$ cat src/rtl/seq_pkg.sv
// Shared types for the serial pattern transmitter and the sequence detectors it feeds.
package seq_pkg;

  localparam int unsigned SEQ_PAT_W = 4;
  localparam logic [SEQ_PAT_W-1:0] SEQ_PAT_DEFAULT = 4'b1011;

  typedef enum logic [1:0] {
    IDLE = 2'd0,
    SEND = 2'd1,
    GAP  = 2'd2,
    DONE = 2'd3
  } tx_state_t;

  // Moore 1011 detector states, shared with the detector blocks.
  typedef enum logic [2:0] {
    DET_S0    = 3'd0,
    DET_S1    = 3'd1,
    DET_S10   = 3'd2,
    DET_S101  = 3'd3,
    DET_S1011 = 3'd4
  } det_state_t;

endpackage

$ cat src/rtl/pattern_shifter.sv
// Rotating pattern register: next_bit_c is the bit to emit next, last_bit_c marks
// that the bit most recently emitted was the pattern's LSB.
module pattern_shifter
  import seq_pkg::*;
#(
  parameter int unsigned PAT_W = 4
) (
  input  logic             clk,
  input  logic             rst,
  input  logic             load,
  input  logic             shift,
  input  logic [PAT_W-1:0] load_pat,
  output logic             next_bit_c,
  output logic             last_bit_c
);

  localparam int unsigned IDX_W = $clog2(PAT_W);
  localparam logic [IDX_W-1:0] IDX_TOP = IDX_W'(PAT_W - 1);

  logic [PAT_W-1:0] pat_q;
  logic [IDX_W-1:0] idx_q;

  // A full rotation restores the pattern, so back-to-back repeats need no reload.
  always_ff @(posedge clk) begin
    if (rst) begin
      pat_q <= '0;
      idx_q <= '0;
    end else if (load) begin
      pat_q <= {load_pat[PAT_W-2:0], load_pat[PAT_W-1]};
      idx_q <= IDX_TOP;
    end else if (shift) begin
      pat_q <= {pat_q[PAT_W-2:0], pat_q[PAT_W-1]};
      idx_q <= (idx_q == '0) ? IDX_TOP : idx_q - IDX_W'(1);
    end
  end

  assign next_bit_c = load ? load_pat[PAT_W-1] : pat_q[PAT_W-1];
  assign last_bit_c = (idx_q == '0);

endmodule

$ cat src/rtl/seq_pattern_tx.sv
// Serial pattern transmitter: shifts a latched pattern out MSB-first, repeated
// rpt_cnt times with gap_len idle cycles between repetitions.
module seq_pattern_tx
  import seq_pkg::*;
#(
  parameter int unsigned      PAT_W       = 4,
  parameter logic [PAT_W-1:0] PAT_DEFAULT = PAT_W'(SEQ_PAT_DEFAULT),
  parameter int unsigned      RPT_W       = 8,
  parameter int unsigned      GAP_W       = 4
) (
  input  logic             clk,
  input  logic             rst,
  input  logic             start,
  input  logic             start_pat_sel,
  input  logic [PAT_W-1:0] pattern_in,
  input  logic [RPT_W-1:0] rpt_cnt,
  input  logic [GAP_W-1:0] gap_len,
  input  logic             hold,
  input  logic             abort,
  output logic             out,
  output logic             out_valid,
  output logic             busy,
  output logic             done
);

  tx_state_t        state_q, state_d;
  logic [RPT_W-1:0] rpt_q, rpt_d, rpt_dec;
  logic [GAP_W-1:0] gap_q, gap_d, gap_len_q, gap_len_d;
  logic             out_d, valid_d, busy_d, done_d;
  logic             load, emit;
  logic             next_bit_c, last_bit_c;
  logic [PAT_W-1:0] load_pat;

  assign load_pat = start_pat_sel ? pattern_in : PAT_DEFAULT;

  pattern_shifter #(
    .PAT_W(PAT_W)
  ) u_shifter (
    .clk        (clk),
    .rst        (rst),
    .load       (load),
    .shift      (emit),
    .load_pat   (load_pat),
    .next_bit_c (next_bit_c),
    .last_bit_c (last_bit_c)
  );

  // State and outputs describe the current cycle; each edge registers the next slot.
  always_ff @(posedge clk) begin
    if (rst) begin
      state_q   <= IDLE;
      rpt_q     <= '0;
      gap_q     <= '0;
      gap_len_q <= '0;
      out       <= 1'b0;
      out_valid <= 1'b0;
      busy      <= 1'b0;
      done      <= 1'b0;
    end else begin
      state_q   <= state_d;
      rpt_q     <= rpt_d;
      gap_q     <= gap_d;
      gap_len_q <= gap_len_d;
      out       <= out_d;
      out_valid <= valid_d;
      busy      <= busy_d;
      done      <= done_d;
    end
  end

  always_comb begin
    state_d   = state_q;
    rpt_d     = rpt_q;
    gap_d     = gap_q;
    gap_len_d = gap_len_q;
    out_d     = out;
    valid_d   = 1'b0;
    busy_d    = busy;
    done_d    = 1'b0;
    load      = 1'b0;
    emit      = 1'b0;
    rpt_dec   = (rpt_q != '0) ? rpt_q - RPT_W'(1) : rpt_q;

    case (state_q)
      IDLE: begin
        out_d  = 1'b0;
        busy_d = 1'b0;
        if (start) begin
          load      = 1'b1;
          emit      = 1'b1;
          busy_d    = 1'b1;
          state_d   = SEND;
          rpt_d     = (rpt_cnt == '0) ? RPT_W'(1) : rpt_cnt;
          gap_len_d = gap_len;
          gap_d     = '0;
        end
      end
      SEND: begin
        if (abort) begin
          state_d = IDLE;
          out_d   = 1'b0;
          busy_d  = 1'b0;
        end else if (!hold) begin
          if (!last_bit_c) begin
            emit = 1'b1;
          end else begin
            rpt_d = rpt_dec;
            if (rpt_dec == '0) begin
              state_d = DONE;
              done_d  = 1'b1;
              out_d   = 1'b0;
            end else if (gap_len_q == '0) begin
              emit = 1'b1;
            end else begin
              state_d = GAP;
              gap_d   = gap_len_q;
              out_d   = 1'b0;
            end
          end
        end
      end
      GAP: begin
        if (abort) begin
          state_d = IDLE;
          out_d   = 1'b0;
          busy_d  = 1'b0;
        end else if (!hold) begin
          if (gap_q <= GAP_W'(1)) begin
            state_d = SEND;
            emit    = 1'b1;
          end
          if (gap_q != '0) begin
            gap_d = gap_q - GAP_W'(1);
          end
        end
      end
      DONE: begin
        state_d = IDLE;
        out_d   = 1'b0;
        busy_d  = 1'b0;
      end
      default: begin
        state_d = IDLE;
        out_d   = 1'b0;
        busy_d  = 1'b0;
      end
    endcase

    if (emit) begin
      out_d   = next_bit_c;
      valid_d = 1'b1;
    end
  end

endmodule

$ cat config.mk
export PLATFORM = sky130hd
export DESIGN_NAME = seq_pattern_tx
export DESIGN_NICKNAME = d
export VERILOG_FILES = /design/src/rtl/seq_pkg.sv /design/src/rtl/pattern_shifter.sv /design/src/rtl/seq_pattern_tx.sv
export SDC_FILE = /design/constraint.sdc
export NUM_CORES = 1
export LEC_CHECK = 0
export CAP_MARGIN = 20
export CORE_ASPECT_RATIO = 0.5
export CORE_MARGIN = 2
export CORE_UTILIZATION = 35
export DETAILED_ROUTE_END_ITERATION = 16
export SETUP_SLACK_MARGIN = 0.3
export SLEW_MARGIN = 20
export SYNTH_ARGS = -nofsm -noshare
export SYNTH_HDL_FRONTEND = slang
export SYNTH_SLANG_ARGS = --single-unit
$ cat constraint.sdc
create_clock -name clk -period 2.1 [get_ports clk]
set_clock_uncertainty 0.1 [all_clocks]
set_input_delay 0.21 -clock clk [delete_from_list [all_inputs] [get_ports clk]]
set_output_delay 0.21 -clock clk [all_outputs]
set_load 0.01 [all_outputs]
Yosys cells after proc, flatten, opt, wreduce, memory -nomap -nowiden
Index checks and enable logic that the tools add are counted.
{"block": "word_totals", "register_bits": 28, "inputBits": 22, "output_inout_bits": 4, "wordCells": 112}
{"block": "op_classes", "n_eq_ne": 22, "magnitude_cmp": 1, "n_mux": 56, "add_sub_neg": 3, "reduce_logical": 18, "n_bitwise": 2}
{"cell": "4-bit 2-to-1 mux", "n": 12}
{"cell": "8-bit 2-to-1 mux", "n": 6}
{"cell": "2-bit 2-to-1 mux", "n": 12}
{"cell": "1-bit 2-to-1 mux", "n": 20}
{"cell": "2-bit inequality test (second input constant)", "n": 9}
{"cell": "8-bit zero test", "n": 2}
{"cell": "8-bit case mux with 2 select lines", "n": 1}
{"cell": "3-bit inequality test (second input constant)", "n": 5}
{"cell": "4-bit inequality test (second input constant)", "n": 3}
{"cell": "4-bit case mux with 3 select lines", "n": 1}
{"cell": "10-bit AND reduction", "n": 1}
{"cell": "1-bit case mux with 3 select lines", "n": 3}
{"cell": "2-bit case mux with 4 select lines", "n": 1}
{"cell": "8-bit nonzero test", "n": 1}
{"cell": "8-bit by 1-bit subtractor with 8-bit output (second input constant)", "n": 1}
{"cell": "6-bit AND reduction", "n": 1}
{"cell": "5-bit inequality test (second input constant)", "n": 1}
{"cell": "5-bit AND reduction", "n": 1}
{"cell": "5-bit OR reduction", "n": 1}
{"cell": "2-bit equality test (second input constant)", "n": 2}
{"cell": "4-bit by 1-bit less-or-equal comparator with 1-bit output (second input constant)", "n": 1}
{"cell": "2-bit zero test", "n": 2}
{"cell": "4-bit zero test", "n": 1}
{"cell": "4-bit AND reduction", "n": 1}
{"cell": "other kinds (10)", "n": 13}

Logic depth before layout (Yosys ltp)
{"block": "logic_depth", "ltp_word": 10, "mapped_depth": 8, "mapped_depth_nobuf": 8}

Cells and area by module
From an unflattened synthesis, not the netlist that was laid out.
{"block": "unflattened", "cells_unflattened": 255, "hier_area_um2": 2073.2}
{"mod": "seq_pattern_tx", "seq_area_each_um2": 440.4, "area_each_um2": 1770.4, "cells_each": 225, "instances": 1}
{"mod": "pattern_shifter", "seq_area_each_um2": 120.1, "area_each_um2": 302.8, "cells_each": 30, "instances": 1}

Least setup slack after synthesis
Ideal clock, no wire load.
{"block": "synth_path", "path_type": "reg-to-reg", "startpoint": "reg rpt_q[0]", "endpoint": "reg state_q[0]", "n_path_buf": 0, "slack_ns": -0.176, "path_stages_with_launch": 9, "required_time_ns": 1.884, "arrival_ns": 2.060, "period_less_slack_ns": 2.276, "setup_ns": 0.116, "cell_sequence": "dfxtp_1 -> inv_1 -> ha_1 -> nor4b_4 -> nand3_1 -> a221oi_2 -> and2_1 -> o311ai_1 -> o211a_1"}
{"block": "synth_between", "elab_chain_len": 8, "elab_cells_between_ends": 11, "cone_classes": "add/sub: 1; eq/ne: 1; mux: 6; reduce/logical: 3"}
{"item": "start, declared", "line_no": "seq_pattern_tx.sv:27", "source": "logic [RPT_W-1:0] rpt_q, rpt_d, rpt_dec;"}
{"item": "start signal, assigned", "line_no": "seq_pattern_tx.sv:61", "source": "rpt_q <= rpt_d;"}
{"item": "8-bit by 1-bit subtractor with 8-bit output or 8-bit nonzero test (tied branches)", "line_no": "seq_pattern_tx.sv:82", "source": "rpt_dec = (rpt_q != '0) ? rpt_q - RPT_W'(1) : rpt_q;"}
{"item": "8-bit 2-to-1 mux (*)", "line_no": "seq_pattern_tx.sv:82"}
{"item": "8-bit zero test (*)", "line_no": "seq_pattern_tx.sv:108", "source": "if (rpt_dec == '0) begin"}
{"item": "2-bit 2-to-1 mux", "line_no": "seq_pattern_tx.sv:108"}
{"item": "2-bit 2-to-1 mux", "line_no": "seq_pattern_tx.sv:104", "source": "if (!last_bit_c) begin"}
{"item": "2-bit 2-to-1 mux", "line_no": "seq_pattern_tx.sv:103", "source": "end else if (!hold) begin"}
{"item": "2-bit 2-to-1 mux", "line_no": "seq_pattern_tx.sv:99", "source": "if (abort) begin"}
{"item": "2-bit case mux with 4 select lines", "line_no": "seq_pattern_tx.sv:84", "source": "case (state_q)"}
{"item": "end signal, assigned", "line_no": "seq_pattern_tx.sv:60", "source": "state_q <= state_d;"}
{"item": "end, declared", "line_no": "seq_pattern_tx.sv:26", "source": "tx_state_t state_q, state_d;"}
Mark *: on every way between the ends. The rest lies on a longest branch, timed or not. The select of a mux whose other input is x is not followed.
A chain may end at the register's enable or synchronous reset.

Worst setup path after layout
{"block": "layout_path", "startpoint": "reg rpt_q[1]", "endpoint": "reg out"}
{"block": "layout_between", "elab_chain_len": 10, "elab_cells_between_ends": 20, "cone_classes": "add/sub: 1; eq/ne: 4; mux: 12; reduce/logical: 3"}
{"item": "8-bit by 1-bit subtractor with 8-bit output or 8-bit nonzero test (tied branches)", "line_no": "seq_pattern_tx.sv:82"}
{"item": "8-bit 2-to-1 mux (*)", "line_no": "seq_pattern_tx.sv:82"}
{"item": "8-bit zero test (*)", "line_no": "seq_pattern_tx.sv:108"}
{"item": "1-bit 2-to-1 mux", "line_no": "seq_pattern_tx.sv:108"}
{"item": "1-bit 2-to-1 mux", "line_no": "seq_pattern_tx.sv:104"}
{"item": "1-bit 2-to-1 mux", "line_no": "seq_pattern_tx.sv:103"}
{"item": "1-bit 2-to-1 mux", "line_no": "seq_pattern_tx.sv:99"}
{"item": "1-bit case mux with 3 select lines", "line_no": "seq_pattern_tx.sv:84"}
{"item": "5-bit inequality test (no line) (tied with other cells)"}
{"item": "4-bit AND reduction (no line)"}
{"item": "end signal, assigned", "line_no": "seq_pattern_tx.sv:64", "source": "out <= out_d;"}
{"item": "end, declared", "line_no": "seq_pattern_tx.sv:20", "source": "output logic out,"}
Marked as above.

==> flow_metrics.py <==
metrics = {
    "timing": {
        "min_period_over_period_pct": 107,
        "hold_viol": 0,
        "finalSetupViolCount": 12,
        "layout_setup_ws_ns": -0.152,
        "period_needed_ns": 2.25,
        "slew_violations": 0,
        "worstMarginPinSlew_ns": 0.442,
        "relSlewSlack_pct": 70.5,
        "timing.hold.ws_ns": 0.370,
        "rsz0062_at_grt": "yes",
        "max_freq_ghz": 0.444,
    },
    "die": {
        "num_rows": 18,
        "dieWidth_um": 106,
        "die_h_um": 55.1,
        "start_util_pct": 36.7,
        "core_region_area_um2": 4980,
        "die_area_um2": 5840,
        "io_pins": 26,
    },
    "power_and_ir_drop": {
        "cellPowerDensity_nw_per_um2": 1670,
        "p_seq_share_pct": 17.4,
        "swShare_pct": 44.2,
        "p_leak_nw": 1.08,
        "power_w": 0.00482,
        "p_int_w": 0.00269,
        "clkPwrFrac_pct": 9.0,
        "ir_drop_uv": 605,
        "p_switching_w": 0.00213,
        "pwr-share-comb_pct": 73.6,
    },
    "placed_design": {
        "place.gp.congestion": 0.905,
        "placed_area_um2": 2530,
        "port_buffers": 25,
        "post-dp-hpwl_um": 3970,
    },
    "clock_network": {
        "clock_sinks": 28,
        "htree_levels": 1,
        "worstSkewPairLatency_ns": 0.29,
        "clkTransAtPathRegs_ns": 0.10,
        "clockBufferDepth": 2,
        "root_buffer": "clkbuf_8",
        "cts_buffers": 3,
        "cts_tree": "built",
    },
    "logic_synthesis": {
        "async_flop_share_pct": 0,
        "synth_seq_area_share_pct": 30.7,
        "syn_inst": 228,
        "synth_top_family_by_area": "compound AO/OA/AOI/OAI gates",
        "yosys.area.top_type": "dfxtp_1",
        "synth_top_cells_by_area": "dfxtp_1, ha_1, a21oi_1, nor2_1, nand2_1",
        "synth_fp_nets": 259,
        "synth-simple-area-share_pct": 27.1,
        "synth_compound_area_share_pct": 29.4,
        "synth_seq_cells": 28,
        "synth_edf_count": 0,
        "synth-xor-area-share_pct": 1.92,
        "yosysWarnings": 0,
        "synth_top_area_share_pct": 30.7,
        "synth_fa_ha_area_share_pct": 6.17,
        "synth.area.mux_share_pct": 0.548,
        "avgSynthCellArea_um2": 8.01,
        "synth_area_um2": 1830,
        "yosysUniqueCellTypes": 56,
        "ys.flop_type": "dfxtp_1",
    },
    "min_path": {
        "hold_depth": 3,
        "min_to": "gap_len_q[0]",
        "worst_hold_path_type": "in2reg",
        "min-delay-start": "gap_len[0]",
    },
    "worst_setup_path": {
        "cp_slowest_cell": "or4_4",
        "reg2reg_from": "rpt_q[1]",
        "reg2reg_slack_ns": -0.15,
        "cpPeakStageDelay_ns": 0.55,
        "crit_arrival_ns": 2.37,
        "r2r-end": "out",
        "crit_chain": "or4_4 -> nor4_4 -> a221oi_4 -> a21oi_1 -> or4b_1 -> o211ai_1",
        "critPathBufInv": 0,
        "path_class": "reg2reg",
        "ff2ff_path_depth": 6,
        "cp-end-kind": "register",
        "crit_path_start_kind": "register",
        "crit_family": "simple AND/OR/NAND/NOR gates",
        "worstPathMaxFanout": 6,
        "cp.required_ns": 2.22,
    },
    "drt": {
        "vias": 2042,
        "vias_per_cell": 5.52,
        "post_drt_wl_per_cell_um": 15.1,
        "drtIter0Drc": 104,
        "wirelength_um": 5590,
        "drc": 0,
        "ant_nets": 0,
        "firstDrtPassIters": 4,
    },
    "finish": {
        "fin_area_um2": 2890,
        "antenna_cells": 0,
        "fin_nets": 332,
        "fillers": 453,
        "area_delta_synth_final_pct": 58.3,
        "drive_above_1_share_pct": 37.0,
    },
    "global_routing": {
        "grt-ovfl-total": 0,
        "track_usage_pct": 19.6,
        "grt_max_degree": 24,
        "first_global_vias": 1969,
        "antenna_found_initial": 0,
        "grt_pass1_wl_um": 9000,
    },
    "flow_run": {
        "drv_cap": 0,
    },
    "outcome": {
        "violations": "negative setup slack",
        "run_status": "complete, but fails checks",
    },
}
-- per-layer routing --
| metal | global-route usage, % | wire, µm | part of all wire (%) | vias up |
|---|---|---|---|---|
| li1 | - | - | - | 994 |
| met4 | 5.26 | 42 | 0.75 | 0 |
| met1 | 23.4 | 2430 | 43 | 966 |
| met5 | 0 | 0 | 0 | - |
| met3 | 3.40 | 360 | 6.4 | 4 |
| met2 | 37.7 | 2760 | 49 | 78 |
-- per-stage QoR --
stage          worst slack (ns)  utilization [%]  cells  setup TNS (ns)
2_1_floorplan           -0.0799                -    228          -0.415
3_3_place_gp             -0.113             50.8    358           -1.19
3_5_place_dp             -0.160             50.8    358           -1.71
4_1_cts                  -0.119             57.1    368           -1.05
5_1_grt                  -0.255             58.1    370           -2.82
6_report                 -0.152             58.1    370           -1.53
-- registers in the layout, summed over array words and instances (netlist names) --
name             cells
state_q              2
u_shifter.pat_q      4
gap_len_q            4
done                 1
out                  1
out_valid            1
u_shifter.idx_q      2
rpt_q                8
busy                 1
gap_q                4
-- layout by cell type (no fill, tap or decap), drive strengths merged, types with 2 or more instances in the layout --
cell / count
or3: 2
nand2: 22
o211a: 2
o21ai: 11
o211ai: 4
nor4: 4
nand2b: 6
a21oi: 20
buf: 49
nor3: 11
a2111oi: 4
nor2b: 5
nand3: 2
a221oi: 2
nor2: 25
and2: 2
dfxtp: 28
o31ai: 3
xor2: 2
a22oi: 5
o22ai: 4
clkbuf: 3
xnor2: 2
a211oi: 2
or4: 5
nand4: 3
a31oi: 4
clkdlybuf4s50: 25
inv: 13
ha: 9
-- how the worst max path moves through the flow --
stage	from	to	slack, ns	depth (start not counted)
after CTS	rpt_q[0]	state_q[1]	-0.12	9
after detailed placement	rpt_q[2]	u_shifter.pat_q[2]	-0.16	5
after global placement	rpt_q[1]	gap_q[0]	-0.11	6
after floorplan	rpt_q[1]	state_q[0]	-0.08	8
final	rpt_q[1]	out	-0.15	6
after global routing	rpt_q[1]	out	-0.25	9
-- cell families after synthesis --
family | Yosys count
AO/OA/AOI/OAI | 73
XOR/XNOR | 4
adder cells (fa/ha/maj) | 9
buffers and inverters | 20
flip-flops | 28
multiplexers | 1
AND/OR/NAND/NOR | 93
-- worst register-to-register path, cell delays in order, from the launching register on --
cell      delay [ns]
dfxtp_2         0.34
or4_4           0.55
nor4_4          0.34
a221oi_4        0.11
a21oi_1         0.20
or4b_1          0.46
o211ai_1        0.09
-- cells in the mapped netlist, drive strengths merged, types with 4 or more instances --
cell type and count:
a2111oi 4, a21oi 20, a22oi 5, clkbuf 6, dfxtp 28, ha 9, inv 13, nand2 22
nand2b 6, nor2 25, nor2b 5, nor3 11, nor4 4, o211ai 4, o21ai 11, o22ai 4
or4 5
-- power by group through the flow --
stage / Combinational (W) / Sequential (W) / Clock, W
final: 0.00355 / 0.000837 / 0.000434
after global routing: 0.00381 / 0.000865 / 0.000472
after CTS: 0.00335 / 0.000833 / 0.000451
after detailed placement: 0.00275 / 0.000838 / 0
after global placement: 0.00273 / 0.000830 / 0
after floorplan: 0.00170 / 0.000873 / 0
-- cell type report --
| cell class | count | area, µm² | area share (%) |
|---|---|---|---|
| Sequential cell | 28 | 568 | 19.7 |
| Clock buffer | 3 | 41.3 | 1.43 |
| Timing Repair Buffer | 74 | 653 | 22.6 |
| Tap cell | 70 | 87.6 | 3.03 |
| Multi-Input combinational cell | 181 | 1460 | 50.6 |
| Inverter | 13 | 48.8 | 1.69 |
| Clock inverter | 1 | 30.0 | 1.04 |
-- repair_timing --
item	in CTS	in global routing
pin swaps	18	3
gates cloned	1	0
resized for setup	46	8
buffers inserted	5	2
hold buffers	0	0
setup endpoints to repair	23	23
(Power assumes the default switching activity.)
